==> src/rtl/mul_pkg.sv <==
// Shared definitions for the RV32M shift-add multiply sequencer.
package mul_pkg;

  localparam int XLEN = 32;

  localparam logic [1:0] OP_MUL    = 2'b00;
  localparam logic [1:0] OP_MULH   = 2'b01;
  localparam logic [1:0] OP_MULHSU = 2'b10;
  localparam logic [1:0] OP_MULHU  = 2'b11;

  localparam int              CNT_W    = 5;
  localparam logic [CNT_W-1:0] CNT_LAST = 5'd31;

  typedef enum logic [2:0] {
    ST_IDLE,
    ST_NEG_A,
    ST_NEG_B,
    ST_RUN,
    ST_NEG_LO,
    ST_NEG_HI,
    ST_DONE
  } state_e;

endpackage

==> src/rtl/cla_adder_32.sv <==
// 32-bit carry-lookahead adder: per-bit propagate/generate/sum cells with a
// parallel-prefix carry tree. Carry-in is folded into bit 0's generate term.
module cla_adder_32
  import mul_pkg::*;
(
  input  logic [XLEN-1:0] a,
  input  logic [XLEN-1:0] b,
  input  logic            cin,
  output logic [XLEN-1:0] sum,
  output logic            cout
);

  logic [XLEN-1:0] p;
  logic [XLEN-1:0] g;
  logic [XLEN-1:0] c_out_bit;

  // Bit cells: propagate and generate, with cin merged into bit 0.
  always_comb begin
    p = a ^ b;
    g = (a & b) | {{(XLEN-1){1'b0}}, p[0] & cin};
  end

  // Lookahead tree: after log2(XLEN) levels each bit holds its carry-out.
  always_comb begin
    logic [XLEN-1:0] gg;
    logic [XLEN-1:0] pp;
    gg = g;
    pp = p;
    for (int l = 0; l < 5; l++) begin
      gg = gg | (pp & (gg << (1 << l)));
      pp = pp & (pp << (1 << l));
    end
    c_out_bit = gg;
  end

  // Sum cells and final carry.
  always_comb begin
    sum  = p ^ {c_out_bit[XLEN-2:0], cin};
    cout = c_out_bit[XLEN-1];
  end

endmodule

==> src/rtl/mul_seq_ctrl.sv <==
// Multi-cycle RV32M multiply sequencer (MUL/MULH/MULHSU/MULHU), radix-2
// shift-add on one shared adder. Signed handling (operand and product
// negation states) is built only when MUL_SIGNED_EN is defined; otherwise
// all ops are treated as unsigned.
//
//  state     | meaning
//  ----------+---------------------------------------------------
//  ST_IDLE   | ready for operands
//  ST_NEG_A  | a <= -a (signed multiplicand)
//  ST_NEG_B  | lo <= -lo (signed multiplier)
//  ST_RUN    | 32 shift-add iterations into {hi, lo}
//  ST_NEG_LO | lo <= -lo, keep carry for the high word
//  ST_NEG_HI | hi <= ~hi + carry
//  ST_DONE   | result valid, wait for consumer
module mul_seq_ctrl
  import mul_pkg::*;
(
  input  logic            clk_i,
  input  logic            rst_i,
  input  logic            in_valid_i,
  output logic            in_ready_o,
  input  logic [1:0]      op_i,
  input  logic [XLEN-1:0] a_i,
  input  logic [XLEN-1:0] b_i,
  input  logic            flush_i,
  output logic            out_valid_o,
  input  logic            out_ready_i,
  output logic [XLEN-1:0] result_o
);

  state_e           state_q, state_d;
  logic [1:0]       op_q;
  logic [XLEN-1:0]  a_q, hi_q, lo_q;
  logic [CNT_W-1:0] cnt_q;
  logic             accept;

  logic [XLEN-1:0]  add_a, add_b, add_sum;
  logic             add_cin, add_cout;

`ifdef MUL_SIGNED_EN
  logic sa_in, sb_in;
  logic sb_q, neg_q, carry_q;

  // Operand sign flags, evaluated on the request inputs.
  always_comb begin
    sa_in = ((op_i == OP_MULH) || (op_i == OP_MULHSU)) && a_i[XLEN-1];
    sb_in = (op_i == OP_MULH) && b_i[XLEN-1];
  end
`endif

  assign accept = in_valid_i && (state_q == ST_IDLE) && !flush_i;

  // Shared adder input selection; negation is ~x + cin.
  always_comb begin
    add_a   = hi_q;
    add_b   = lo_q[0] ? a_q : '0;
    add_cin = 1'b0;
    case (state_q)
`ifdef MUL_SIGNED_EN
      ST_NEG_A: begin
        add_a   = ~a_q;
        add_b   = '0;
        add_cin = 1'b1;
      end
      ST_NEG_B, ST_NEG_LO: begin
        add_a   = ~lo_q;
        add_b   = '0;
        add_cin = 1'b1;
      end
      ST_NEG_HI: begin
        add_a   = ~hi_q;
        add_b   = '0;
        add_cin = carry_q;
      end
`endif
      default: ;
    endcase
  end

  cla_adder_32 u_adder (
    .a    (add_a),
    .b    (add_b),
    .cin  (add_cin),
    .sum  (add_sum),
    .cout (add_cout)
  );

  // State register.
  always_ff @(posedge clk_i) begin
    if (rst_i) state_q <= ST_IDLE;
    else       state_q <= state_d;
  end

  // Next-state and handshake/result outputs; flush overrides every transition.
  always_comb begin
    state_d     = state_q;
    in_ready_o  = 1'b0;
    out_valid_o = 1'b0;
    result_o    = '0;
    case (state_q)
      ST_IDLE: begin
        in_ready_o = 1'b1;
        if (accept) begin
`ifdef MUL_SIGNED_EN
          if (sa_in)      state_d = ST_NEG_A;
          else if (sb_in) state_d = ST_NEG_B;
          else            state_d = ST_RUN;
`else
          state_d = ST_RUN;
`endif
        end
      end
`ifdef MUL_SIGNED_EN
      ST_NEG_A:  state_d = sb_q ? ST_NEG_B : ST_RUN;
      ST_NEG_B:  state_d = ST_RUN;
      ST_NEG_LO: state_d = ST_NEG_HI;
      ST_NEG_HI: state_d = ST_DONE;
      ST_RUN: begin
        if (cnt_q == CNT_LAST) state_d = neg_q ? ST_NEG_LO : ST_DONE;
      end
`else
      ST_RUN: begin
        if (cnt_q == CNT_LAST) state_d = ST_DONE;
      end
`endif
      ST_DONE: begin
        out_valid_o = 1'b1;
        result_o    = (op_q == OP_MUL) ? lo_q : hi_q;
        if (out_ready_i) state_d = ST_IDLE;
      end
      default: state_d = ST_IDLE;
    endcase
    if (flush_i) state_d = ST_IDLE;
  end

  // Datapath registers: operand capture, shift-add steps and negations.
  always_ff @(posedge clk_i) begin
    if (rst_i) begin
      op_q    <= OP_MUL;
      a_q     <= '0;
      hi_q    <= '0;
      lo_q    <= '0;
      cnt_q   <= '0;
`ifdef MUL_SIGNED_EN
      sb_q    <= 1'b0;
      neg_q   <= 1'b0;
      carry_q <= 1'b0;
`endif
    end else begin
      case (state_q)
        ST_IDLE: begin
          if (accept) begin
            op_q  <= op_i;
            a_q   <= a_i;
            lo_q  <= b_i;
            hi_q  <= '0;
            cnt_q <= '0;
`ifdef MUL_SIGNED_EN
            sb_q  <= sb_in;
            neg_q <= sa_in ^ sb_in;
`endif
          end
        end
        ST_RUN: begin
          hi_q  <= {add_cout, add_sum[XLEN-1:1]};
          lo_q  <= {add_sum[0], lo_q[XLEN-1:1]};
          cnt_q <= cnt_q + 5'd1;
        end
`ifdef MUL_SIGNED_EN
        ST_NEG_A:  a_q  <= add_sum;
        ST_NEG_B:  lo_q <= add_sum;
        ST_NEG_LO: begin
          lo_q    <= add_sum;
          carry_q <= add_cout;
        end
        ST_NEG_HI: hi_q <= add_sum;
`endif
        default: ;
      endcase
    end
  end

endmodule

==> config.mk <==
export PLATFORM = sky130hd
export DESIGN_NAME = mul_seq_ctrl
export DESIGN_NICKNAME = d
export VERILOG_FILES = /design/src/rtl/mul_pkg.sv /design/src/rtl/cla_adder_32.sv /design/src/rtl/mul_seq_ctrl.sv
export SDC_FILE = /design/constraint.sdc
export NUM_CORES = 1
export LEC_CHECK = 0
export BUFFER_PORTS_ARGS = -buffer_cell sky130_fd_sc_hd__buf_4
export CAP_MARGIN = 20
export CORE_AREA = 2 2 105 107
export CTS_CLUSTER_SIZE = 40
export DETAILED_ROUTE_END_ITERATION = 8
export DIE_AREA = 0 0 107 109
export GPL_TIMING_DRIVEN = 0
export PLACE_DENSITY = 0.85
export REMOVE_ABC_BUFFERS = 1
export SLEW_MARGIN = 10
export SYNTH_ARGS = -nofsm -noshare
export SYNTH_HDL_FRONTEND = slang
export SYNTH_SLANG_ARGS = --single-unit
export TNS_END_PERCENT = 50
==> constraint.sdc <==
create_clock -name clk_i -period 6.2 [get_ports clk_i]
set_clock_uncertainty 0.2 [all_clocks]
set_input_delay 1.86 -clock clk_i [delete_from_list [all_inputs] [get_ports clk_i]]
set_output_delay 1.86 -clock clk_i [all_outputs]
set_load 0.1 [all_outputs]
==> results of run 1 <==
==> state kept, by name, indices dropped and copies added, names as in the netlist <==
signal	cells
cnt_q	5
lo_q	32
op_q	2
a_q	32
state_q	3
add_a	32
==> worst paths after layout <==
path	start	endpoint	slack, ps
max	op_q[1]$_SDFFE_PP0P_	result_o[28]	1930
min	a_q[8]$_SDFFE_PP0P_	a_q[8]$_SDFFE_PP0P_	250
max reg2reg	lo_q[0]$_SDFFE_PP0P_	add_a[31]$_SDFFE_PP0P_	2450
min reg2reg	a_q[8]$_SDFFE_PP0P_	a_q[8]$_SDFFE_PP0P_	250
==> cells by family after synthesis <==
| kind of cell | after synthesis | synth area share (%) |
|---|---|---|
| fa+ha+maj | 35 | 7.03 |
| mux | 3 | 0.474 |
| xor+xnor | 23 | 3.18 |
| simple gates | 337 | 24.2 |
| flops | 106 | 33.5 |
| buf+inv | 71 | 4.30 |
| compound gates | 273 | 27.4 |
==> critical path: stages, from the launching register on <==
cell and delay [ps]:
dfxtp_1 370, or2_2 630, nand2_1 240, a21oi_1 230
buf_4 340
==> placed cells by master, fill, tap and decap left out, drive strengths merged, types with 3 or more instances in the layout <==
cell type    n
o21a         9
nor2        25
a21o        17
a31oi       10
inv          9
and2        33
nand4       11
nand3       19
o21ai       34
a21boi       3
buf        113
nand3b       3
xor2        11
o31ai        3
and3         5
o31a         3
a211oi       3
a22o         3
dfxtp      106
nand2b       6
nor3        12
or3          4
xnor2       12
and4         3
a21oi      133
nand2      208
a31o         3
mux2i        3
a22oi       32
clkbuf      11
ha          34
nor3b        3
o41ai        4
==> cell type report <==
cell class	instances	area, um2	share of cell area [%]
clock buffers	11	141	1.90
flip-flops and latches	106	2120	28.5
clock inverters	5	86.3	1.16
well taps	140	175	2.35
repair buffers	113	931	12.5
inverters	8	30.0	0.403
multi-input cells	671	3970	53.2
==> report_power, final <==
group | switching (mW) | internal [mW]
combinational | 0.0758 | 0.0582
sequential | 0.0136 | 0.701
clock | 0.249 | 0.242
==> synthesized netlist by cell type (all sizes together), types with 10 or more instances <==
library cell	number	share of area, %
a21o	17	2.0
ha	34	6.7
dfxtp	106	33
clkbuf	56	3.3
o21ai	34	2.7
nand4	11	1.1
a21oi	133	11
and2	33	3.3
xnor2	12	1.7
nand2	208	12
a31oi	10	0.99
nor3	12	0.95
a22oi	32	3.8
nand3	19	1.5
xor2	11	1.5
nor2	25	1.6
==> metal layers <==
metal	wire, um	part of all wire, %
met1	7160	42
met2	8350	49
met3	979	5.7
met4	589	3.4
met5	0	0
==> per-stage QoR <==
| stage | hold WS (ps) | setup TNS (ps) | setup slack (ps) | util, % | cells |
|---|---|---|---|---|---|
| 2_1_floorplan | 226 | 0 | 672 | - | 785 |
| 3_3_place_gp | 239 | -1390 | -195 | 66.5 | 1029 |
| 3_5_place_dp | 242 | 0 | 2170 | 68.0 | 1037 |
| 4_1_cts | 257 | 0 | 1970 | 70.2 | 1053 |
| 5_1_grt | 280 | 0 | 1810 | 70.3 | 1054 |
| 6_report | 254 | 0 | 1930 | 70.3 | 1054 |
==> flow_metrics.env, run 1 <==
export IMPL_n_fill_cell=916
export IMPL_io_pins=105
export IMPL_ant_nets=0
export IMPL_setup_viol=0
export IMPL_cp_max_fo=32
export IMPL_gp_congestion=0.911
export IMPL_cp_arrival_ps=2210
export IMPL_required_ps=4140
export IMPL_worstRegToRegCells=12
export IMPL_hp_class="flop to flop"
export IMPL_min_period_ps=4270
export IMPL_p_leak_nw=3.08
export IMPL_cts_sinks=106
export IMPL_ctsResizeCount=0
export IMPL_grt_use_total_pct=29.8
export IMPL_top_usage_layer="met2"
export IMPL_synthCells=848
export IMPL_syn_avg_cell_area_um2=7.47
export IMPL_cts_buffer_depth=2
export IMPL_num_rows=38
export IMPL_tightest_slew_ps=933
export IMPL_die_h_um=109
export IMPL_grt_pass1_wl_um=28300
export IMPL_root_buffer="clkbuf_8"
export IMPL_stdcell_area_um2=7450
export IMPL_wirelength_um=17100
export IMPL_post_route_period_util_pct=68.9
export IMPL_grt_use_met1_pct=36.4
export IMPL_viasPerCell=6.01
export IMPL_ys_types=62
export IMPL_port_buffers=104
export IMPL_whs_path_depth=2
export IMPL_vias=6334
export IMPL_grt_pass1_vias=6066
export IMPL_initial_core_util_pct=59.8
export IMPL_synth_edff_count=0
export IMPL_final_net_count=1015
export IMPL_antenna_found_initial=0
export IMPL_maxSlewViolCount=0
export IMPL_syn_area_um2=6340
export IMPL_total_power_mw=1.34
export IMPL_syn_to_final_growth_pct=17.6
export IMPL_numCtsBuffers=9
export IMPL_max_slew_margin_pct=37.8
export IMPL_cts_hold_buffers=0
export IMPL_rsz0062_at_grt="false"
export IMPL_drc=0
export IMPL_synth_flop_cell="dfxtp_1"
export IMPL_clock_latency_ps=390
export IMPL_placed_area_um2=7210
export IMPL_yosysWarnings=0
export IMPL_cts_tree="yes"
export IMPL_drive_gt1_share_pct=16.5
export IMPL_run_status="complete, no violations"
export IMPL_path_clk_slew_ps=110
export IMPL_drt_initial_drc_count=474
export IMPL_dr_pass1_iters=5
export IMPL_htreeDepth=3
export IMPL_ys_seq_area_share_pct=33.5
export IMPL_fp_dieW_um=107
export IMPL_die_area_um2=11700
export IMPL_grt_use_met3_pct=5.08
export IMPL_use_met2_pct=51.2
export IMPL_wl_per_cell_um=16.2
export IMPL_n_antenna_cell=0
export IMPL_fmax_ghz=0.234
export IMPL_core_area_um2=10600
export IMPL_cap_violations=0
export IMPL_peakVddDrop_mv=0.153
export IMPL_finalHoldViolations=0
export IMPL_startpoint_type="flop"
export IMPL_post_cts_buffers=0
export IMPL_dpl_hpwl_um=11900
export IMPL_crit_type="flop to primary output"
export IMPL_power_density_nw_per_um2=180
export IMPL_endpoint_kind="primary output"
export IMPL_grt_overflow=0
export IMPL_async_flop_share_pct=0
export IMPL_grt_max_degree=87
export IMPL_synth_seq_cells=106
Note: power is estimated with default switching activity, not from simulation.
==> inputs of run 2 (changes only) <==
--- a/config.mk
+++ b/config.mk
@@ -5,14 +5,15 @@
 export SDC_FILE = /design/constraint.sdc
 export NUM_CORES = 1
 export LEC_CHECK = 0
+export ABC_AREA = 1
 export BUFFER_PORTS_ARGS = -buffer_cell sky130_fd_sc_hd__buf_4
 export CAP_MARGIN = 20
-export CORE_AREA = 2 2 105 107
+export CORE_AREA = 2 2 113 115
 export CTS_CLUSTER_SIZE = 40
 export DETAILED_ROUTE_END_ITERATION = 8
-export DIE_AREA = 0 0 107 109
+export DIE_AREA = 0 0 115 117
 export GPL_TIMING_DRIVEN = 0
-export PLACE_DENSITY = 0.85
+export PLACE_DENSITY = 0.8
 export REMOVE_ABC_BUFFERS = 1
 export SLEW_MARGIN = 10
 export SYNTH_ARGS = -nofsm -noshare
==> constraint.sdc (replaced) <==
create_clock -name clk_i -period 4.3 [get_ports clk_i]
set_clock_uncertainty 0.2 [all_clocks]
set_input_delay 1.29 -clock clk_i [delete_from_list [all_inputs] [get_ports clk_i]]
set_output_delay 1.29 -clock clk_i [all_outputs]
set_load 0.1 [all_outputs]
==> run 2 against run 1 <==
  * Non-clock buffer count down 1
  * Setup slack worse by 1600 ps
  * Synthesized cell count up 40%
  * Utilization down 3.9 points
  * Via count up 15%
  * Cell count up 35%
  * Largest power group unchanged
  * Total power up 49%
  * Cell area up 9.6%
  * First-iteration DRC count up 7.0%
  * Hold slack better by 25 ps
  * Global-route usage down 0.53 points
  * Die area up 15%
==> flow_metrics.env, run 2 <==
export IMPL_die_area_um2=13500
export IMPL_endpoint_kind="primary output"
export IMPL_syn_to_final_growth_pct=16.9
export IMPL_die_h_um=117
export IMPL_clkPwrFrac_pct=37.0
export IMPL_viasPerCell=5.14
export IMPL_ant_nets=0
export IMPL_intPower_mw=1.49
export IMPL_whs_path_depth=2
export IMPL_synth_flop_cell="dfxtp_1"
export IMPL_setup_viol=0
export IMPL_maxSlewViolCount=0
export IMPL_synthCells=1191
export IMPL_p_leak_nw=4.11
export IMPL_io_pins=105
export IMPL_muxShareOfSynthArea_pct=0
export IMPL_antenna_found_initial=0
export IMPL_power_density_nw_per_um2=244
export IMPL_cts_sinks=106
export IMPL_worstPathCellList="nor2_4 > clkinv_4 > o21ai_0 > a21oi_1 > buf_4"
export IMPL_yosysWarnings=0
export IMPL_root_buffer="clkbuf_16"
export IMPL_dr_pass1_iters=5
export IMPL_slowest_stage="nor2_4"
export IMPL_stdcell_area_um2=8170
export IMPL_tightest_slew_ps=912
export IMPL_wirelength_um=19000
export IMPL_yosys_area_share_simple_pct=36.7
export IMPL_synth_xor_area_share_pct=0
export IMPL_ys_types=34
export IMPL_cts_tree="yes"
export IMPL_drive_gt1_share_pct=12.1
export IMPL_synth_edff_count=0
export IMPL_synthTopCellsByCount="nand2_1, inv_1, nor2_1"
export IMPL_dp_cells=1404
export IMPL_final_cell_count_no_fill=1418
export IMPL_final_cell_mix="nand2_1, inv_1, nor2_1"
export IMPL_gp_congestion=0.944
export IMPL_syn_avg_cell_area_um2=5.87
export IMPL_final_net_count=1372
export IMPL_synth_seq_cells=106
export IMPL_fp_dieW_um=115
export IMPL_placed_area_um2=7900
export IMPL_async_flop_share_pct=0
export IMPL_drc=0
export IMPL_min_period_ps=3990
export IMPL_fmax_ghz=0.251
export IMPL_max_slew_margin_pct=39.1
export IMPL_post_place_ws_ps=-237
export IMPL_initial_core_util_pct=56.8
export IMPL_grt_pass1_vias=6529
export IMPL_crit_type="flop to primary output"
export IMPL_synth_top_family_by_area="simple AND/OR/NAND/NOR gates"
export IMPL_rrSetupSlack_ps=1200
export IMPL_grt_overflow=0
export IMPL_path_clk_slew_ps=70
export IMPL_final_common_cell="nand2_1"
export IMPL_htreeDepth=3
export IMPL_cts_buffer_depth=2
export IMPL_post_route_period_util_pct=92.8
export IMPL_rsz0062_at_grt="false"
export IMPL_synth_top_area_cell="dfxtp_1"
export IMPL_syn_area_um2=6990
export IMPL_worstRegToRegCells=16
export IMPL_worst_slack_ps=308
export IMPL_grt_use_total_pct=29.3
export IMPL_cap_violations=0
export IMPL_synth_compound_area_share_pct=14.8
export IMPL_run_status="complete, no violations"
export IMPL_startpoint_type="flop"
export IMPL_seq_power_share_pct=52.3
export IMPL_vias=7295
export IMPL_core_area_um2=12300
export IMPL_hp_class="flop to flop"
export IMPL_synth_most_common_cell="nand2_1"
export IMPL_numCtsBuffers=9
export IMPL_max_stage_delay_ps=700
export IMPL_grt_max_degree=69
export IMPL_cp_max_fo=34
export IMPL_n_antenna_cell=0
export IMPL_finalHoldViolations=0
export IMPL_cp_arrival_ps=2500
export IMPL_drt_initial_drc_count=507
export IMPL_synthTopCellsByArea="dfxtp_1, nand2_1, inv_1"
export IMPL_total_power_mw=2.00
export IMPL_synth_adder_area_share_pct=6.37
export IMPL_swShare_pct=25.4
export IMPL_num_rows=41
export IMPL_p_sw_mw=0.507
export IMPL_grt_pass1_wl_um=31600
export IMPL_peakVddDrop_mv=0.282
export IMPL_required_ps=2810
export IMPL_dpl_hpwl_um=14100
export IMPL_combPwrFrac_pct=10.7
export IMPL_fin_tns_setup_ps=0
export IMPL_clock_latency_ps=350
export IMPL_ys_seq_area_share_pct=30.4
export IMPL_synth_top_cell_area_share_pct=30.4
export IMPL_wl_per_cell_um=13.4
export IMPL_port_buffers=104
run 2: cell count changes in the layout (fill, tap and decap cells not counted), sizes merged, moves of 9 or more:
cell,delta
a31oi,+23
xnor2,-12
xor2,-11
and2,-33
nand2,+246
a21oi,-33
o21ai,+18
nor2,+94
a21o,-15
a22oi,-32
inv,+155
o21a,-9
nand3,+30
run 2: per-layer routing:
| metal | share of wire, % | global-route usage (%) |
|---|---|---|
| met1 | 50 | 42.7 |
| met2 | 43 | 46.6 |
| met3 | 5.6 | 3.91 |
| met4 | 0.82 | 6.10 |
| met5 | 0 | 0 |
run 2: critical path: cells and delay by family (launching register included):
| kind | cells | cell delay [ps] |
|---|---|---|
| flops | 1 | 330 |
| simple gates | 1 | 700 |
| compound gates | 2 | 400 |
| buf+inv | 2 | 710 |
run 2: area by class of cell:
| class | instances | area (um2) |
|---|---|---|
| Fill cell | 1235 | 4140 |
| Multi-Input combinational cell | 872 | 4060 |
| Sequential cell | 106 | 2120 |
| Timing Repair Buffer | 112 | 931 |
| Inverter | 165 | 624 |
| Clock buffer | 10 | 229 |
| Tap cell | 150 | 188 |
| Clock inverter | 3 | 20.0 |
run 2: final timing paths:
| kind | from | to |
|---|---|---|
| setup / recovery | op_q[0]$_SDFFE_PP0P_ | result_o[0] |
| hold / removal | cnt_q[4]$_SDFFE_PP0P_ | cnt_q[4]$_SDFFE_PP0P_ |
| setup reg to reg | lo_q[0]$_SDFFE_PP0P_ | add_a[27]$_SDFFE_PP0P_ |
| hold reg to reg | cnt_q[4]$_SDFFE_PP0P_ | cnt_q[4]$_SDFFE_PP0P_ |
run 2: power groups by stage:
| stage | clock network, mW | registers, mW | logic [mW] |
|---|---|---|---|
| global route | 0.797 | 1.05 | 0.238 |
| finish | 0.739 | 1.04 | 0.213 |
| detailed placement | 0 | 1.07 | 0.210 |
| global placement | 0 | 1.07 | 0.192 |
| CTS | 0.749 | 1.04 | 0.211 |
| floorplan | 0 | 1.06 | 0.0995 |
run 2: repair_timing:
item                       in CTS  in global routing
hold buffers                    0                  0
buffers inserted                0                  0
resized for setup               2                  0
setup endpoints to repair      32                  0
run 2: cells by family (layout without fill, tap and decap cells):
logic type,after synthesis,count (layout)
AND/OR/NAND/NOR,644,644
flip-flops,106,106
buffers and inverters,213,290
adder cells (fa/ha/maj),35,35
AO/OA/AOI/OAI,193,193
run 2: through the flow:
| stage | hold WS (ps) | util, % |
|---|---|---|
| after floorplan | 239 | - |
| after global placement | 256 | 63.0 |
| after detailed placement | 269 | 64.2 |
| after CTS | 279 | 66.2 |
| after global routing | 298 | 66.4 |
| final | 279 | 66.4 |
